`config.mk`:
```
export PLATFORM = sky130hd
export DESIGN_NAME = decrypt_unit
export DESIGN_NICKNAME = d
export VERILOG_FILES = /design/src/rtl/decrypt_unit.sv
export SDC_FILE = /design/constraint.sdc
export NUM_CORES = 1
export LEC_CHECK = 0
export CORE_AREA = 10 10 67 75
export CTS_CLUSTER_DIAMETER = 50
export DETAILED_ROUTE_END_ITERATION = 8
export DIE_AREA = 0 0 77 85
export GPL_ROUTABILITY_DRIVEN = 1
export PLACE_DENSITY = 0.69
export SYNTH_ARGS = -nofsm -noshare
export SYNTH_HDL_FRONTEND = slang
export SYNTH_SLANG_ARGS = --single-unit
```
`constraint.sdc`:
```
create_clock -name clock -period 2.3 [get_ports clock]
set_clock_uncertainty 0.15 [all_clocks]
set_input_delay 0.345 -clock clock [delete_from_list [all_inputs] [get_ports clock]]
set_output_delay 0.345 -clock clock [all_outputs]
set_load 0.01 [all_outputs]
```
`src/rtl/decrypt_unit.sv`:
```
// -----------------------------------------------------------------------------
// decrypt_unit
// Sequential decryption engine for 8-bit cipher bytes from the nibble-Feistel
// encryption datapath. One cipher byte is accepted per valid/ready handshake.
// The round function is recomputed from the cipher low nibble (which equals
// the plaintext low nibble) and the key snapshot taken at acceptance. The
// recovered plaintext byte is returned on a valid/ready output handshake.
//
// Ports:
//   clock       in   rising-edge clock
//   reset       in   synchronous active-high reset
//   key_in      in   [7:0] new key value
//   key_load    in   load key_in into the key register (any state)
//   in_valid    in   enc_in holds a cipher byte
//   in_ready    out  block can accept a byte (IDLE)
//   enc_in      in   [7:0] cipher byte {c_hi, c_lo}
//   out_valid   out  number_out holds a result
//   out_ready   in   consumer accepts the result
//   number_out  out  [7:0] recovered plaintext byte
//   busy        out  high while a block is in flight (CALC or OUT)
//   blk_count   out  [7:0] completed-block count (only with DECRYPT_CNT_EN)
//
// Configuration macro: DECRYPT_CNT_EN adds the completed-block counter and
// the blk_count port. Without it neither exists.
// -----------------------------------------------------------------------------
module decrypt_unit (
   input  logic       clock,
   input  logic       reset,
   input  logic [7:0] key_in,
   input  logic       key_load,
   input  logic       in_valid,
   output logic       in_ready,
   input  logic [7:0] enc_in,
   output logic       out_valid,
   input  logic       out_ready,
   output logic [7:0] number_out,
   output logic       busy
`ifdef DECRYPT_CNT_EN
   ,
   output logic [7:0] blk_count
`endif
);

   typedef enum logic [1:0] {
      ST_IDLE = 2'd0,
      ST_CALC = 2'd1,
      ST_OUT  = 2'd2
   } state_t;

   state_t     state_r;
   logic [7:0] key_r;
   logic [7:0] key_snap_r;
   logic [7:0] cipher_r;
   logic [7:0] plain_s;

   // Round function: expand the nibble, mix in the key, fold the halves and
   // add key bit 0; the carry out of the 4-bit sum is dropped.
   function automatic logic [3:0] round_f(input logic [3:0] lo, input logic [7:0] k);
      logic [7:0] e;
      logic [7:0] x;
      e = {lo[3], lo[0], lo[2], lo[1], lo[1], lo[0], lo[3], lo[2]};
      x = e ^ k;
      return x[7:4] + x[3:0] + {3'b000, k[0]};
   endfunction

   // Plaintext from the captured cipher byte; low nibble passes through.
   always_comb begin
      plain_s = {cipher_r[7:4] ^ round_f(cipher_r[3:0], key_snap_r), cipher_r[3:0]};
   end

   // Key register: loadable in every state, reset has priority.
   always_ff @(posedge clock) begin
      if (reset) begin
         key_r <= 8'h00;
      end else if (key_load) begin
         key_r <= key_in;
      end else begin
         key_r <= key_r;
      end
   end

   // Control FSM with registered handshake outputs and result register.
   always_ff @(posedge clock) begin
      if (reset) begin
         state_r    <= ST_IDLE;
         key_snap_r <= 8'h00;
         cipher_r   <= 8'h00;
         number_out <= 8'h00;
         out_valid  <= 1'b0;
         in_ready   <= 1'b1;
         busy       <= 1'b0;
      end else begin
         case (state_r)
            ST_IDLE: begin
               if (in_valid && in_ready) begin
                  // Snapshot uses the pre-edge key, so a simultaneous
                  // key_load only affects later blocks.
                  cipher_r   <= enc_in;
                  key_snap_r <= key_r;
                  in_ready   <= 1'b0;
                  busy       <= 1'b1;
                  state_r    <= ST_CALC;
               end else begin
                  state_r    <= ST_IDLE;
               end
            end
            ST_CALC: begin
               number_out <= plain_s;
               out_valid  <= 1'b1;
               state_r    <= ST_OUT;
            end
            ST_OUT: begin
               if (out_valid && out_ready) begin
                  out_valid <= 1'b0;
                  in_ready  <= 1'b1;
                  busy      <= 1'b0;
                  state_r   <= ST_IDLE;
               end else begin
                  state_r   <= ST_OUT;
               end
            end
            default: begin
               // Unreachable encoding: drop any block and return to IDLE.
               out_valid <= 1'b0;
               in_ready  <= 1'b1;
               busy      <= 1'b0;
               state_r   <= ST_IDLE;
            end
         endcase
      end
   end

`ifdef DECRYPT_CNT_EN
   // Completed-block counter, steps on each output handshake and wraps.
   always_ff @(posedge clock) begin
      if (reset) begin
         blk_count <= 8'h00;
      end else if (out_valid && out_ready) begin
         blk_count <= blk_count + 8'h01;
      end else begin
         blk_count <= blk_count;
      end
   end
`endif

endmodule

```
==> qor.yml <==
outcome: "finished, final reports clean"
dr_total_vias: 1190
ys_seq_area_share_pct: 48.45
max_cap_violations: 0
synthFlopType: "dfxtp_1"
htree_levels: 2
antenna_found_initial: 0
crit_path_end_kind: "flip-flop"
layout_min_cycle_time_ns: 1.946
ctsHoldBuffers: 0
synth-seq-cells: 37
gp_congestion: 0.7798
viasPerCell: 4.612
tns_ns: 0
grt_pass1_vias: 1148
die_area_sq_um: 6545
crit_start: "cipher_r[1]"
finalCritPeriodShare_pct: 84.60
dr_wl_met2_um: 1391
routedWlPerCell_um: 11.77
io_pins: 32
tightest_slew_ns: 0.5382
multi_input_area_sq_um: 735.7
root_buffer: "clkbuf_8"
yosys_warnings: 0
grt_pass1_wl_um: 4961
postLayoutCoreUtil_pct: 55.53
top_layer: "met4"
layoutNonFillerInstCount: 258
peakVddDrop_uv: 388.3
reg2regPathDepth: 7
initialDrtViolationCount: 97
rows: 23
fmax_mhz: 513.9
fp.dieH_um: 85
cts_resized: 0
drc: 0
antenna_left: 0
synth.largest_area_cell: "dfxtp_1"
power_density_nw_per_um2: 696.2
wl_met3_um: 190
cts_buffer_depth: 2
synth_edf_count: 0
seq_area_sq_um: 740.7
async_reset_ff_share_pct: 0
cp_max_fo: 4
die_w_um: 77
crit_type: "reg2reg"
r2r_end: "number_out[6]"
grt_max_degree: 24
report.final.slew_viol_count: 0
overflow: 0
final_nets: 231
hold_path_class: "reg2reg"
grt_usage_pct: 9.276
p_leak_uw: 0.0007626
finalHoldViolCount: 0
synth.net_count: 199
wl_met1_um: 1389
start_util_pct: 43.20
cts_buffers: 5
synth_area_leaders: "dfxtp_1 48%, nand2_1 11%, a21oi_1 8.5%, mux2i_1 5.2%, nor2_1 4.4%"
start_kind: "flip-flop"
r2r_slack_ns: 0.35
area_growth_pct: 28.56
relSlewSlack_pct: 64.04
synthDistinctLibCells: 28
drtPass1Iterations: 4
fillCellCount: 339
synth.avg_cell_area_sq_um: 8.737
yosys.cell_count.top_type: "nand2_1"
synth_area_sq_um: 1529
required_ns: 2.38
clkLatencyLatePin_ns: 0.29
post_cts_buffers: 0
clock_sinks: 37
worstPathArrival_ns: 2.02
path_clk_slew_ns: 0.07
netlist.area_leader.share_pct: 48.45
diodes: 0
wl_um: 3037
endpoint: "number_out[6]"
rsz0062_at_grt: "false"
io_buffer_count: 31
dp_cells: 250
dpl.hpwl_um: 2283
drive_gt1_share_pct: 6.731
syn-instance-count: 175
synth_common_cells: "45 x nand2_1, 37 x dfxtp_1, 26 x a21oi_1"
core_region_area_sq_um: 3540
cts_tree: "yes"
r2r_start: "cipher_r[1]"
setup_viol: 0
[cell usage in the layout, fill, tap and decap left out]
master,count
a211o_1,1
a211oi_1,2
a211oi_2,1
a21oi_1,26
and2_1,1
buf_4,4
clkbuf_1,1
clkbuf_8,5
clkdlybuf4s50_1,31
clkinv_2,2
dfxtp_1,37
fa_1,1
ha_1,2
inv_1,1
mux2i_1,8
nand2_1,45
nand2b_1,1
nand3b_1,2
nand4b_1,1
nor2_1,18
nor2b_1,1
nor3_1,1
nor3b_2,1
o21ai_0,1
o21bai_1,1
xnor2_1,6
xnor2_2,1
xnor3_1,1
xor2_1,5
[through the flow]
stage / total power (uW) / area (sq um) / setup WS (ns) / hold slack (ns)
floorplan: 870.3 / 1529 / 0.5416 / 0.2812
global placement: 949.3 / 1883 / 0.3787 / 0.2920
detailed placement: 956.7 / 1883 / 0.3690 / 0.2943
CTS: 1389 / 1966 / 0.3517 / 0.3035
global route: 1440 / 1966 / 0.2092 / 0.3194
finish: 1369 / 1966 / 0.3541 / 0.2965
[flip-flops by register name (all words and copies together) (netlist names)]
| register | cells |
|---|---|
| busy | 1 |
| number_out | 8 |
| key_snap_r | 8 |
| out_valid | 1 |
| state_r | 2 |
| key_r | 8 |
| in_ready | 1 |
| cipher_r | 8 |
[report_power, final]
group / switching (uW) / internal [uW] / leakage, uW
logic: 110 / 123 / 0.000415
clock network: 219 / 210 / 0.0000450
registers: 28.3 / 678 / 0.000303
total: 357 / 1010 / 0.000763
[worst max-delay path: stages, from the launching register on]
cell     delay [ns]
dfxtp_1        0.35
xnor2_1        0.29
a21oi_1        0.14
fa_1           0.39
xnor2_1        0.21
xnor2_1        0.15
nand2_1        0.08
a21oi_1        0.12
[cells by family after synthesis]
family,synth area share [%]
and+or+nand+nor,19.39
xor gates and xnor gates,8.838
muxes,5.238
buffers and inverters,3.436
DFF,48.45
AOI/OAI and AO/OA,11.70
adders and majority gates,2.946
[metal layers]
layer	vias to the layer above	global-route usage (%)
li1	636	-
met1	515	9.687
met2	32	15.04
met3	7	4.641
met4	0	4.983
met5	-	0
[worst min path at each step]
stage / from / to / slack [ns] / cells past startpoint
after floorplan: key_r[0] / key_snap_r[0] / 0.28 / 2
after CTS: number_out[6] / number_out[6] / 0.30 / 2
after global placement: key_r[6] / key_snap_r[6] / 0.29 / 2
after detailed placement: number_out[6] / number_out[6] / 0.29 / 2
final: number_out[6] / number_out[6] / 0.30 / 2
after global routing: key_r[1] / key_snap_r[1] / 0.32 / 2
[cell type report]
type | count | area share [%]
clock buffers | 6 | 3.692
repair buffers | 35 | 17.31
flip-flops and latches | 37 | 37.68
inverters | 1 | 0.1910
well taps | 50 | 3.183
multi-input cells | 127 | 37.43
clock inverters | 2 | 0.5092
Power figures use the tool's default switching activity.
